### src/rtl/fifo_stream_pkg.sv
// fifo_stream_pkg: shared types and defaults for the FIFO-to-stream drain block.
package fifo_stream_pkg;
    localparam int DATA_W_DEF = 32;
    localparam int LEN_W_DEF  = 8;
    localparam int BUF_DEPTH  = 2;
    typedef enum logic [1:0] {IDLE, RUN, DRAIN} state_e;
endpackage

### src/rtl/stream_skid_buf.sv
// stream_skid_buf: 2-entry buffer; head entry drives the stream, push and pop may coincide.
module stream_skid_buf
    import fifo_stream_pkg::*;
#(
    parameter int DATA_W = DATA_W_DEF
) (
    input  logic              clk,
    input  logic              rst,
    input  logic              clr_i,
    input  logic              push_i,
    input  logic [DATA_W-1:0] data_i,
    input  logic              pop_i,
    output logic [DATA_W-1:0] head_o,
    output logic [1:0]        count_o
);
    logic [DATA_W-1:0] e0_q, e0_d, e1_q, e1_d;
    logic [1:0]        cnt_q, cnt_d;

    always_comb begin
        e0_d  = e0_q;
        e1_d  = e1_q;
        cnt_d = cnt_q + 2'(push_i) - 2'(pop_i);
        if (pop_i && cnt_q == 2'd2) e0_d = e1_q;
        // an incoming word lands in the head only if the head is (or becomes) free
        if (push_i) begin
            if (cnt_q == 2'd0 || (cnt_q == 2'd1 && pop_i)) e0_d = data_i;
            else e1_d = data_i;
        end
        if (clr_i) begin
            e0_d  = '0;
            e1_d  = '0;
            cnt_d = '0;
        end
    end

    always_ff @(posedge clk or posedge rst) begin
        if (rst) begin
            e0_q  <= '0;
            e1_q  <= '0;
            cnt_q <= '0;
        end else begin
            e0_q  <= e0_d;
            e1_q  <= e1_d;
            cnt_q <= cnt_d;
        end
    end

    assign head_o  = e0_q;
    assign count_o = cnt_q;
endmodule

### src/rtl/fifo_stream_drain.sv
// fifo_stream_drain: pops a 1-cycle-latency FIFO into a stream with burst framing.
module fifo_stream_drain
    import fifo_stream_pkg::*;
#(
    parameter int DATA_W = DATA_W_DEF,
    parameter int LEN_W  = LEN_W_DEF
) (
    input  logic              clk,
    input  logic              hw_rst,
    input  logic              sw_rst,
    input  logic              enable,
    input  logic [LEN_W-1:0]  burst_len,
    output logic              top_rd_en,
    input  logic [DATA_W-1:0] top_rd_data,
    input  logic              valid,
    input  logic              ext_mem_empty,
    output logic [DATA_W-1:0] m_tdata,
    output logic              m_tvalid,
    input  logic              m_tready,
    output logic              m_tlast,
    output logic [LEN_W-1:0]  beat_cnt,
    output logic              busy,
    output logic              spurious_err
);
    state_e           state_q, state_d;
    logic             inflight_q, drop_q, err_q, err_d;
    logic [LEN_W-1:0] beat_q, beat_d, len_q, len_d, last_idx;
    logic [1:0]       occ;
    logic             push, pop;

    assign pop      = m_tvalid && m_tready;
    assign push     = valid && inflight_q && !sw_rst;
    assign m_tvalid = occ != 2'd0;
    // beat 0 uses the live burst_len since the length is only latched on that beat
    assign last_idx = (beat_q == '0 ? burst_len : len_q) - LEN_W'(1);
    assign m_tlast  = m_tvalid && beat_q == last_idx;
    // credit counts the slot freed by this cycle's handshake so a full-rate stream never bubbles
    assign top_rd_en = state_q == RUN && !ext_mem_empty && !sw_rst &&
                       (occ - 2'(pop) + 2'(inflight_q)) < 2'(BUF_DEPTH);
    assign busy         = state_q != IDLE;
    assign beat_cnt     = beat_q;
    assign spurious_err = err_q;

    stream_skid_buf #(.DATA_W(DATA_W)) u_buf (
        .clk     (clk),
        .rst     (hw_rst),
        .clr_i   (sw_rst),
        .push_i  (push),
        .data_i  (top_rd_data),
        .pop_i   (pop),
        .head_o  (m_tdata),
        .count_o (occ)
    );

    always_comb begin
        state_d = sw_rst ? IDLE :
                  state_q == IDLE ? (enable ? RUN : IDLE) :
                  enable ? RUN :
                  (state_q == RUN || occ != 2'd0 || inflight_q) ? DRAIN : IDLE;
        beat_d  = sw_rst ? '0 : pop ? (m_tlast ? '0 : beat_q + LEN_W'(1)) : beat_q;
        len_d   = sw_rst ? '0 : (pop && beat_q == '0) ? burst_len : len_q;
        err_d   = !sw_rst && (err_q || (valid && !inflight_q && !drop_q));
    end

    // drop_q masks a read response that was already committed when a reset hit
    always_ff @(posedge clk or posedge hw_rst) begin
        if (hw_rst) begin
            state_q    <= IDLE;
            inflight_q <= 1'b0;
            drop_q     <= 1'b1;
            err_q      <= 1'b0;
            beat_q     <= '0;
            len_q      <= '0;
        end else begin
            state_q    <= state_d;
            inflight_q <= top_rd_en;
            drop_q     <= sw_rst;
            err_q      <= err_d;
            beat_q     <= beat_d;
            len_q      <= len_d;
        end
    end
endmodule

### config.mk
export PLATFORM = sky130hd
export DESIGN_NAME = fifo_stream_drain
export DESIGN_NICKNAME = d
export VERILOG_FILES = /design/src/rtl/fifo_stream_pkg.sv /design/src/rtl/stream_skid_buf.sv /design/src/rtl/fifo_stream_drain.sv
export SDC_FILE = /design/constraint.sdc
export NUM_CORES = 1
export LEC_CHECK = 0
export CORE_ASPECT_RATIO = 0.9
export CORE_MARGIN = 5
export CORE_UTILIZATION = 55
export CTS_CLUSTER_SIZE = 40
export DETAILED_ROUTE_END_ITERATION = 10
export GPL_ROUTABILITY_DRIVEN = 0
export HOLD_SLACK_MARGIN = 0.1
export PLACE_DENSITY = 0.93
export SLEW_MARGIN = 40
export SYNTH_ARGS = -nofsm -noshare
export SYNTH_HDL_FRONTEND = slang
export SYNTH_SLANG_ARGS = --single-unit
### constraint.sdc
create_clock -name clk -period 7.4 [get_ports clk]
set_input_delay 1.48 -clock clk [delete_from_list [all_inputs] [get_ports clk]]
set_output_delay 1.48 -clock clk [all_outputs]
set_load 0.005 [all_outputs]
==> results by stage, run 1 <==
Detailed routing:
- After detailed routing, the number of vias per cell comes to about 6.
- The residual antenna-violating net count after detailed routing is 0.
- The detailed router finished its first iteration with 130 violations.
- In the final routed layout, each cell accounts on average for 18.7 um.
- For this run, design rule violations remaining after detail routing come to 0.
- The total routed wirelength is 10.9 mm.
- The pre-antenna-repair detailed-routing pass consisted of 5 iterations.
- For this block, the via count after detailed routing is roughly 3.6k.

Yosys:
- In the synthesized netlist the dominant register cell turns out to be dfrtp_1.
- The proportion of synthesized area in mux cells is 0.0796.
- The fraction of the mapped netlist area in compound gates is 0.194.
- For this run, the register share of the synthesized area comes to 0.510.
- In the synthesized netlist the async set-or-reset flop fraction comes to 1.00.
- The count of synthesis-stage warnings from yosys is 0.
- Synthesis produced a netlist with a net count of approximately 450.
- After synthesis, the largest family of logic cells by area is compound AO/OA/AOI/OAI gates.
- The XOR/XNOR share of the synthesized area is 0.0348.
- The count of cell types in the netlist is 50.
- The post-synthesis instance area is 0.00427 sq mm.
- Counting every instance in the synthesized netlist gives 401.
- The adder and majority cell fraction of the synthesized area is 0.0146.
- After synthesis the netlist holds a flip-flop and latch count of 87.
- Of the total synthesized cell area, the portion taken by AND, OR, NAND and NOR gates is 0.129.
- After synthesis, the mean cell area works out to between 10 and 15 sq um.
- The number of synthesized flops with an enable pin is 0.

Setup path:
- The kind of critical path is flip-flop to primary output.
- The depth of the worst register-to-register path is 12.
- Of all nets on the critical path, the largest fanout is 16.
- The longest individual stage delay on the worst path is approximately 580 ps.
- Walking the worst path, the cells encountered are inv_1 -> ha_1 -> or3b_2 -> nor2_4 -> mux2i_1 -> ha_1 -> nor3b_1 -> xor2_1 -> a22oi_1 -> o2111ai_1 -> a2111oi_4 -> and2_1 -> clkdlybuf4s50_1.
- The worst setup path is captured at a primary output.
- The data required time at the worst endpoint is 5920 ps.
- The worst register-to-register path ends at beat_cnt[0]$_DFFE_PP0P_.
- In this run the register-to-register setup slack is 3470 ps.
- The total stage count of the critical path is 13.
- The most critical setup path has its endpoint at m_tlast.
- Grouping stages by cell kind, the critical path spends the most delay in simple AND/OR/NAND/NOR gates.
- The timing startpoint of the critical path is beat_cnt[0]$_DFFE_PP0P_.
- The startpoint of the lowest-slack register-to-register path is beat_cnt[0]$_DFFE_PP0P_.
- STA classifies the critical path startpoint as a flip-flop.
- The number of buffers and inverters on the critical path is 2.
- Data arrives at the worst endpoint at about 4700 ps.
- Counting stages on the worst path, the most repeated cell is ha_1.
- The slowest stage of the critical path is the or3b_2 cell.

STA:
- Setup repair after global routing left no endpoint under its margin.
- Derived from the worst setup path, the maximum achievable clock frequency is about 160 MHz.
- The worst-case headroom to the max-slew limit is 0.524.
- Setup violations remaining at the end of the flow were counted as 0.
- The total count of hold-check failures in the final report is 0.
- The sum of negative setup slack is 0 ps.
- The final max-slew violation count is 0.
- The routed design could run at a clock period as short as 6150 ps.
- In the finished design, the share of the clock period the worst path needs comes to 0.831.
- For the pin with the worst max-slew slack, the measured transition is 709 ps.
- The minimum hold slack is 512 ps.
- On the final layout, the worst clock skew is around 11 ps.

Power:
- The internal power summed over all cells is between 0.7 and 0.8 mW.
- Of the total power, the share spent switching nets is 0.340.
- Of the total power, combinational logic draws 0.306.
- Of the total power, registers draw 0.445.
- In this run the power spent charging and discharging nets is ~0.40 mW.
- The clock share of power is 0.249.
- Across the VDD grid, the largest voltage drop is 88.4 uV.
- For this design the static power due to leakage is 2.53 nW.
- Power spread over the standard cell area amounts to 216 mW/mm^2.

Global route:
- The number of global-route vias before repair was around 3.7k.
- The initial antenna violation count is 0.
- Global routing finished with a remaining overflow of 0.
- The first global-routing pass estimated 17.9 mm of wire.
- The maximum number of pins on one net before global-route repair is 88.
- The total routing resource utilization after global routing is 0.234.

Die:
- The die is 93.6 um tall.
- In this run the core area contains 30 standard-cell rows.
- The number of top-level pins is 92.
- The starting utilization of the core area is 0.566.
- The horizontal extent of the die is 103 um.
- The core region is 0.00754 sq mm.
- The die covers 0.00963 sq mm.

Final layout:
- The number of antenna diodes in the final layout is 0.
- The finished layout cell area is 0.00542 sq mm.
- The multi-input combinational cells in the finished layout cover a total of roughly 0.0020 sq mm.
- The sequential cells in the finished layout cover a total of roughly 0.0022 sq mm.
- From synthesis to final layout, the design area changed by 26.8%.
- The share of final-layout standard cells stronger than drive strength 1 is 0.0744.
- The filler cell count is 550.
- In the final design database the tool counted 532 nets.

Placement:
- The standard cell area after detailed placement is 0.00525 sq mm.
- Buffers placed on the I/O ports in this run total 91.
- The placed wire-length estimate after detailed placement is 7.15 mm.

Worst hold path:
- The type of the worst min-delay path is flip-flop to flip-flop.
- The worst hold path startpoint is u_buf.e1_q[28]$_DFFE_PP0P_.

CTS:
- The H-tree generated during clock tree synthesis spans 3 levels.
- Counting every sink on the clock net gives 87.
- The clock root buffer is clkbuf_8.
- Buffers inserted during clock tree synthesis total 9.
- Once the clock tree was built, the setup fixing pass inserted 0 buffers.
- The clock tree from TritonCTS is yes.
- Post-CTS repair changed the size of 0 cells.
- Clock-pin slew was measured on the worst setup and hold paths at about 90 ps.
- The buffer depth of the longest clock path is 2.
- Hold repair after CTS inserted 0 buffers.
- The source-to-sink clock delay at the later pin of the worst-skew pair is 350 ps.

Status:
- The flow ran to the end, and the final reports show no timing, DRC or antenna violations.

Flow run:
- The max-capacitance violation count is 0.
## layout make-up
cell class / instances / area share
flip-flops and latches: 87 / 0.402
multi-input cells: 275 / 0.363
repair buffers: 96 / 0.175
clock buffers: 10 / 0.0236
well taps: 96 / 0.0222
inverters: 11 / 0.00785
clock inverters: 5 / 0.00647
## cell usage in the layout (no fill, tap or decap), types with 2 or more instances in the layout
cell type	n
nor2_1	45
and2_1	2
nor3b_1	3
dfrtp_1	86
clkdlybuf4s50_1	90
nand2_1	20
a31oi_1	2
o21ai_1	3
and3_1	2
ha_1	5
nand3_1	11
clkbuf_8	10
a21oi_1	12
nand4_1	4
buf_4	4
a22o_1	32
nor3_1	6
o21ai_0	2
a211oi_1	39
or4_4	2
mux2i_1	34
xnor2_1	7
a311oi_1	3
inv_1	9
clkinv_2	3
nor2b_1	4
xor2_1	10
o2111ai_1	2
## how the worst min path moves through the flow
stage	cells past startpoint	end
detailed placement	1	u_buf.e1_q[25]$_DFFE_PP0P_
finish	1	u_buf.e1_q[28]$_DFFE_PP0P_
floorplan	1	u_buf.e1_q[0]$_DFFE_PP0P_
global route	1	u_buf.e1_q[25]$_DFFE_PP0P_
CTS	1	u_buf.e1_q[25]$_DFFE_PP0P_
global placement	2	spurious_err$_DFF_PP0_
## cells in the mapped netlist (all sizes together) (3+ instances only)
cell    instances  area share
o21ai           5      0.0059
inv            11      0.0097
a211oi         39       0.069
nor2b           4      0.0059
xor2           10       0.020
dfrtp          86        0.50
a22o           32       0.066
nand3          12       0.014
nand2          21       0.018
nor3b           4      0.0070
nand4           4      0.0059
nor2           47       0.043
clkbuf         20       0.018
mux2i          34       0.080
nor3            7      0.0082
buf             8       0.011
a21oi          12       0.014
a311oi          3      0.0062
ha              5       0.015
xnor2           7       0.014
## registers in the layout, summed over array words and instances (netlist names)
name           cells
state_q            2
len_q              8
u_buf.e1_q        32
drop_q             1
u_buf.count_o      2
beat_cnt           8
u_buf.head_o      32
spurious_err       1
inflight_q         1
## stage by stage
step / total power, mW / instances / setup slack (ps) / util
6_report: 1.17 / 580 / 1250 / 0.718
3_3_place_gp: 0.865 / 565 / 1660 / 0.693
4_1_cts: 1.17 / 580 / 1310 / 0.717
2_1_floorplan: 0.763 / 401 / 2490 / -
3_5_place_dp: 0.881 / 565 / 1520 / 0.695
5_1_grt: 1.23 / 580 / 1030 / 0.718
## routing by layer
layer | part of all wire | GRT usage | up-vias
li1 | - | - | 1629
met1 | 0.42 | 0.324 | 1757
met2 | 0.49 | 0.367 | 168
met3 | 0.086 | 0.0664 | 13
met4 | 0.0088 | 0.0539 | 0
met5 | 0 | 0 | -
## power by group through the flow
stage               sequential (mW)  clock [mW]  combinational [mW]
floorplan                     0.525           0               0.238
global placement              0.528           0               0.337
detailed placement            0.529           0               0.351
CTS                           0.520       0.297               0.353
global route                  0.524       0.319               0.388
finish                        0.520       0.292               0.358
## kinds of logic after synthesis
group / after synthesis
xor+xnor: 17
simple gates: 113
mux: 34
fa+ha+maj: 5
buf+inv: 39
flops: 87
compound gates: 106
No activity file was read; power rests on OpenSTA's default activity.
==> run 2, diff against run 1 <==
CORE_UTILIZATION = 51   (was 55)
PLACE_DENSITY = 0.87   (was 0.93)
clock period = 5.7 ns   (was 7.4 ns; I/O delays follow)
==> results by stage, run 2 (synthesis gave the netlist of run 1 again) <==
STA:
- Setup violations remaining at the end of the flow were counted as 0.
- The slew at the pin closest to its max-slew limit is around 700 ps.
- The maximum operating frequency is 187 MHz.
- Clock skew on the completed layout was measured at 14.9 ps.
- The minimum clock period after layout is 5340 ps.
- Setup repair after global routing left no endpoint under its margin.
- Headroom to the max-slew limit came out at 0.532.
- The sum of negative setup slack is 0 ps.
- The total count of hold-check failures in the final report is 0.
- In the finished design, the share of the clock period the worst path needs comes to 0.938.
- The final max-slew violation count is 0.
- The minimum hold slack is between 500 and 600 ps.

Final layout:
- At the end of the flow, the number of nets in the layout was 537.
- The share of final-layout standard cells stronger than drive strength 1 is 0.0878.
- Relative to the synthesized area, the layout overhead comes to 28.8%.
- The library cell used most frequently in the layout, excluding fill and tap cells, is clkdlybuf4s50_1.
- The final antenna diode count is 0.
- The post-layout utilization of the core is 0.679.
- After filler insertion, the fill cell instance count of the layout stands at 632.
- Leaving out fill and tap cells, the most frequent cells in the layout are clkdlybuf4s50_1, dfrtp_1, nor2_1, a211oi_1, mux2i_1.

Detailed routing:
- Wires add up to 10.9 mm.
- The number of design rule violations left after detail routing is 0.
- After detailed routing, the average wire length per cell comes to 18.5 um.
- The initial DRC count is around 200.
- The residual antenna-violating net count after detailed routing is 0.
- Dividing the detail-routed via count by the number of cells gives just over 6.
- The first detailed-routing pass ran for 4 iterations.
- The final route contains 3602 vias.

Worst hold path:
- The worst hold path startpoint is u_buf.e1_q[26]$_DFFE_PP0P_.
- Counting instances, the worst hold path has a depth of 1.
- The type of the worst min-delay path is flip-flop to flip-flop.
- The worst hold endpoint is u_buf.e1_q[26]$_DFFE_PP0P_.

Setup path:
- For the worst flop-to-flop path, the logic depth is 14.
- The worst setup path is launched from a flip-flop.
- For the worst setup path, the data required time is roughly 4600 ps.
- In this design, the largest share of critical-path delay is due to simple AND/OR/NAND/NOR gates.
- The startpoint of the lowest-slack register-to-register path is beat_cnt[0]$_DFFE_PP0P_.
- The critical path goes through inv_1 -> ha_1 -> or3b_2 -> nor2_4 -> buf_4 -> mux2i_1 -> ha_1 -> nor3b_1 -> xor2_1 -> a22oi_1 -> o2111ai_1 -> a2111oi_4 -> and2_1 -> clkdlybuf4s50_1.
- The cell seen most often among critical-path stages is ha_1.
- For flop-to-flop paths, the worst setup slack is 2030 ps.
- The buffer and inverter count on the worst path is 3.
- Data arrives at the worst endpoint at 4200 ps.
- The slowest stage of the critical path belongs to the cell or3b_2.
- The setup path with the least slack is of type flip-flop to primary output.
- Along the worst path, the maximum fanout reaches 7.
- The element type at the critical path end is a primary output.
- The worst register-to-register path ends at beat_cnt[0]$_DFFE_PP0P_.
- On the worst path, the slowest cell contributes a delay of 550 ps.

CTS:
- The number of sinks handled by clock tree synthesis is 87.
- The source-to-sink clock delay at the later pin of the worst-skew pair is 350 ps.
- In this run the deepest clock path goes through 2 buffers.
- TritonCTS built the clock tree.
- The clock root buffer is clkbuf_8.
- The number of buffers added by the clock tree synthesis step is 9.
- Clock-pin slew was measured on the worst setup and hold paths at 90 ps.
- The hold buffer count at cts is 0.
- The number of levels in the clock H-tree is 3.

Power:
- The total power after layout is 1.61 mW.
- The highest ir drop seen on vdd is 144 uV.
- The analysis attributes to cell leakage a power of between 2 and 3 nW.
- The total power per unit cell area is 292 mW/mm^2.

Die:
- After floorplanning, the core was sized to cover 0.00811 sq mm.
- The floorplan step defined a die boundary enclosing 0.0103 sq mm.
- The number of top-level pins is 92.
- The floorplan has 31 rows.
- The die height is 96.8 um.
- The starting utilization of the core area is 0.527.
- Measured along the x axis, the die boundary spans 106 um.

Global route:
- The total grt overflow is 0.
- The number of global-route vias before repair is 3641.
- The wire length of the first global-routing pass is between 15 and 20 mm.
- The total routing resource utilization after global routing is 0.209.
- The initial antenna violation count is 0.
- The maximum number of pins on one net before global-route repair is 65.

Placement:
- The placed wire-length estimate after detailed placement is 7.33 mm.
- The count of input and output buffers is 91.

Flow run:
- The max-capacitance violation count is 0.

Status:
- The flow ran to the end, and the final reports show no timing, DRC or antenna violations.
-- run 2: cell type report --
| class | count | area (sq um) | share of cell area |
|---|---|---|---|
| clock buffer | 10 | 138 | 0.0250 |
| clock inverter | 6 | 73.8 | 0.0134 |
| inverter | 11 | 43.8 | 0.00796 |
| multi-input combinational | 275 | 1970 | 0.357 |
| sequential | 87 | 2180 | 0.396 |
| tap | 99 | 124 | 0.0225 |
| timing repair buffer | 101 | 981 | 0.178 |
-- run 2: worst reg2reg max path, stage by stage, from the launching register on --
cell,delay (ps)
dfrtp_1,440
inv_1,140
ha_1,190
or3b_2,550
nor2_4,230
buf_4,180
mux2i_1,190
ha_1,240
nor3b_1,280
xor2_1,130
a22oi_1,170
o2111ai_1,190
a2111oi_4,250
buf_4,220
a311oi_1,110
-- run 2: report_power, final --
part / internal, mW / switching [mW]
clock network: 0.221 / 0.231
registers: 0.647 / 0.0301
logic: 0.213 / 0.265
total: 1.08 / 0.527
-- run 2: through the flow --
| stage | cells | setup WS, ps | instance area [sq um] |
|---|---|---|---|
| after floorplan | 401 | 1130 | 4270 |
| after global placement | 569 | 769 | 5240 |
| after detailed placement | 569 | 650 | 5250 |
| after CTS | 585 | 249 | 5460 |
| after global routing | 589 | 65.7 | 5500 |
| final | 589 | 356 | 5500 |
-- run 2: worst max path at each step --
stage                                       start       to  slack (ps)  cells after the start
after CTS                 beat_cnt[0]$_DFFE_PP0P_  m_tlast         250                     13
after floorplan           beat_cnt[0]$_DFFE_PP0P_  m_tlast        1130                     14
after global routing      beat_cnt[0]$_DFFE_PP0P_  m_tlast          70                     14
final                     beat_cnt[0]$_DFFE_PP0P_  m_tlast         360                     14
after detailed placement  beat_cnt[0]$_DFFE_PP0P_  m_tlast         650                     13
after global placement    beat_cnt[0]$_DFFE_PP0P_  m_tlast         770                     13
-- run 2: per-layer routing --
metal,vias up,track usage,routed length (um)
li1,1645,-,-
met1,1802,0.281,4750
met4,0,0.0423,75
met3,9,0.0679,900
met5,-,0,0
met2,146,0.334,5180
-- run 2: what timing repair did --
action / CTS / global route
setup buffers: 0 / 4
setup endpoints to repair: 0 / 1
gates resized for setup: 0 / 0
hold endpoints to repair: 0 / 0
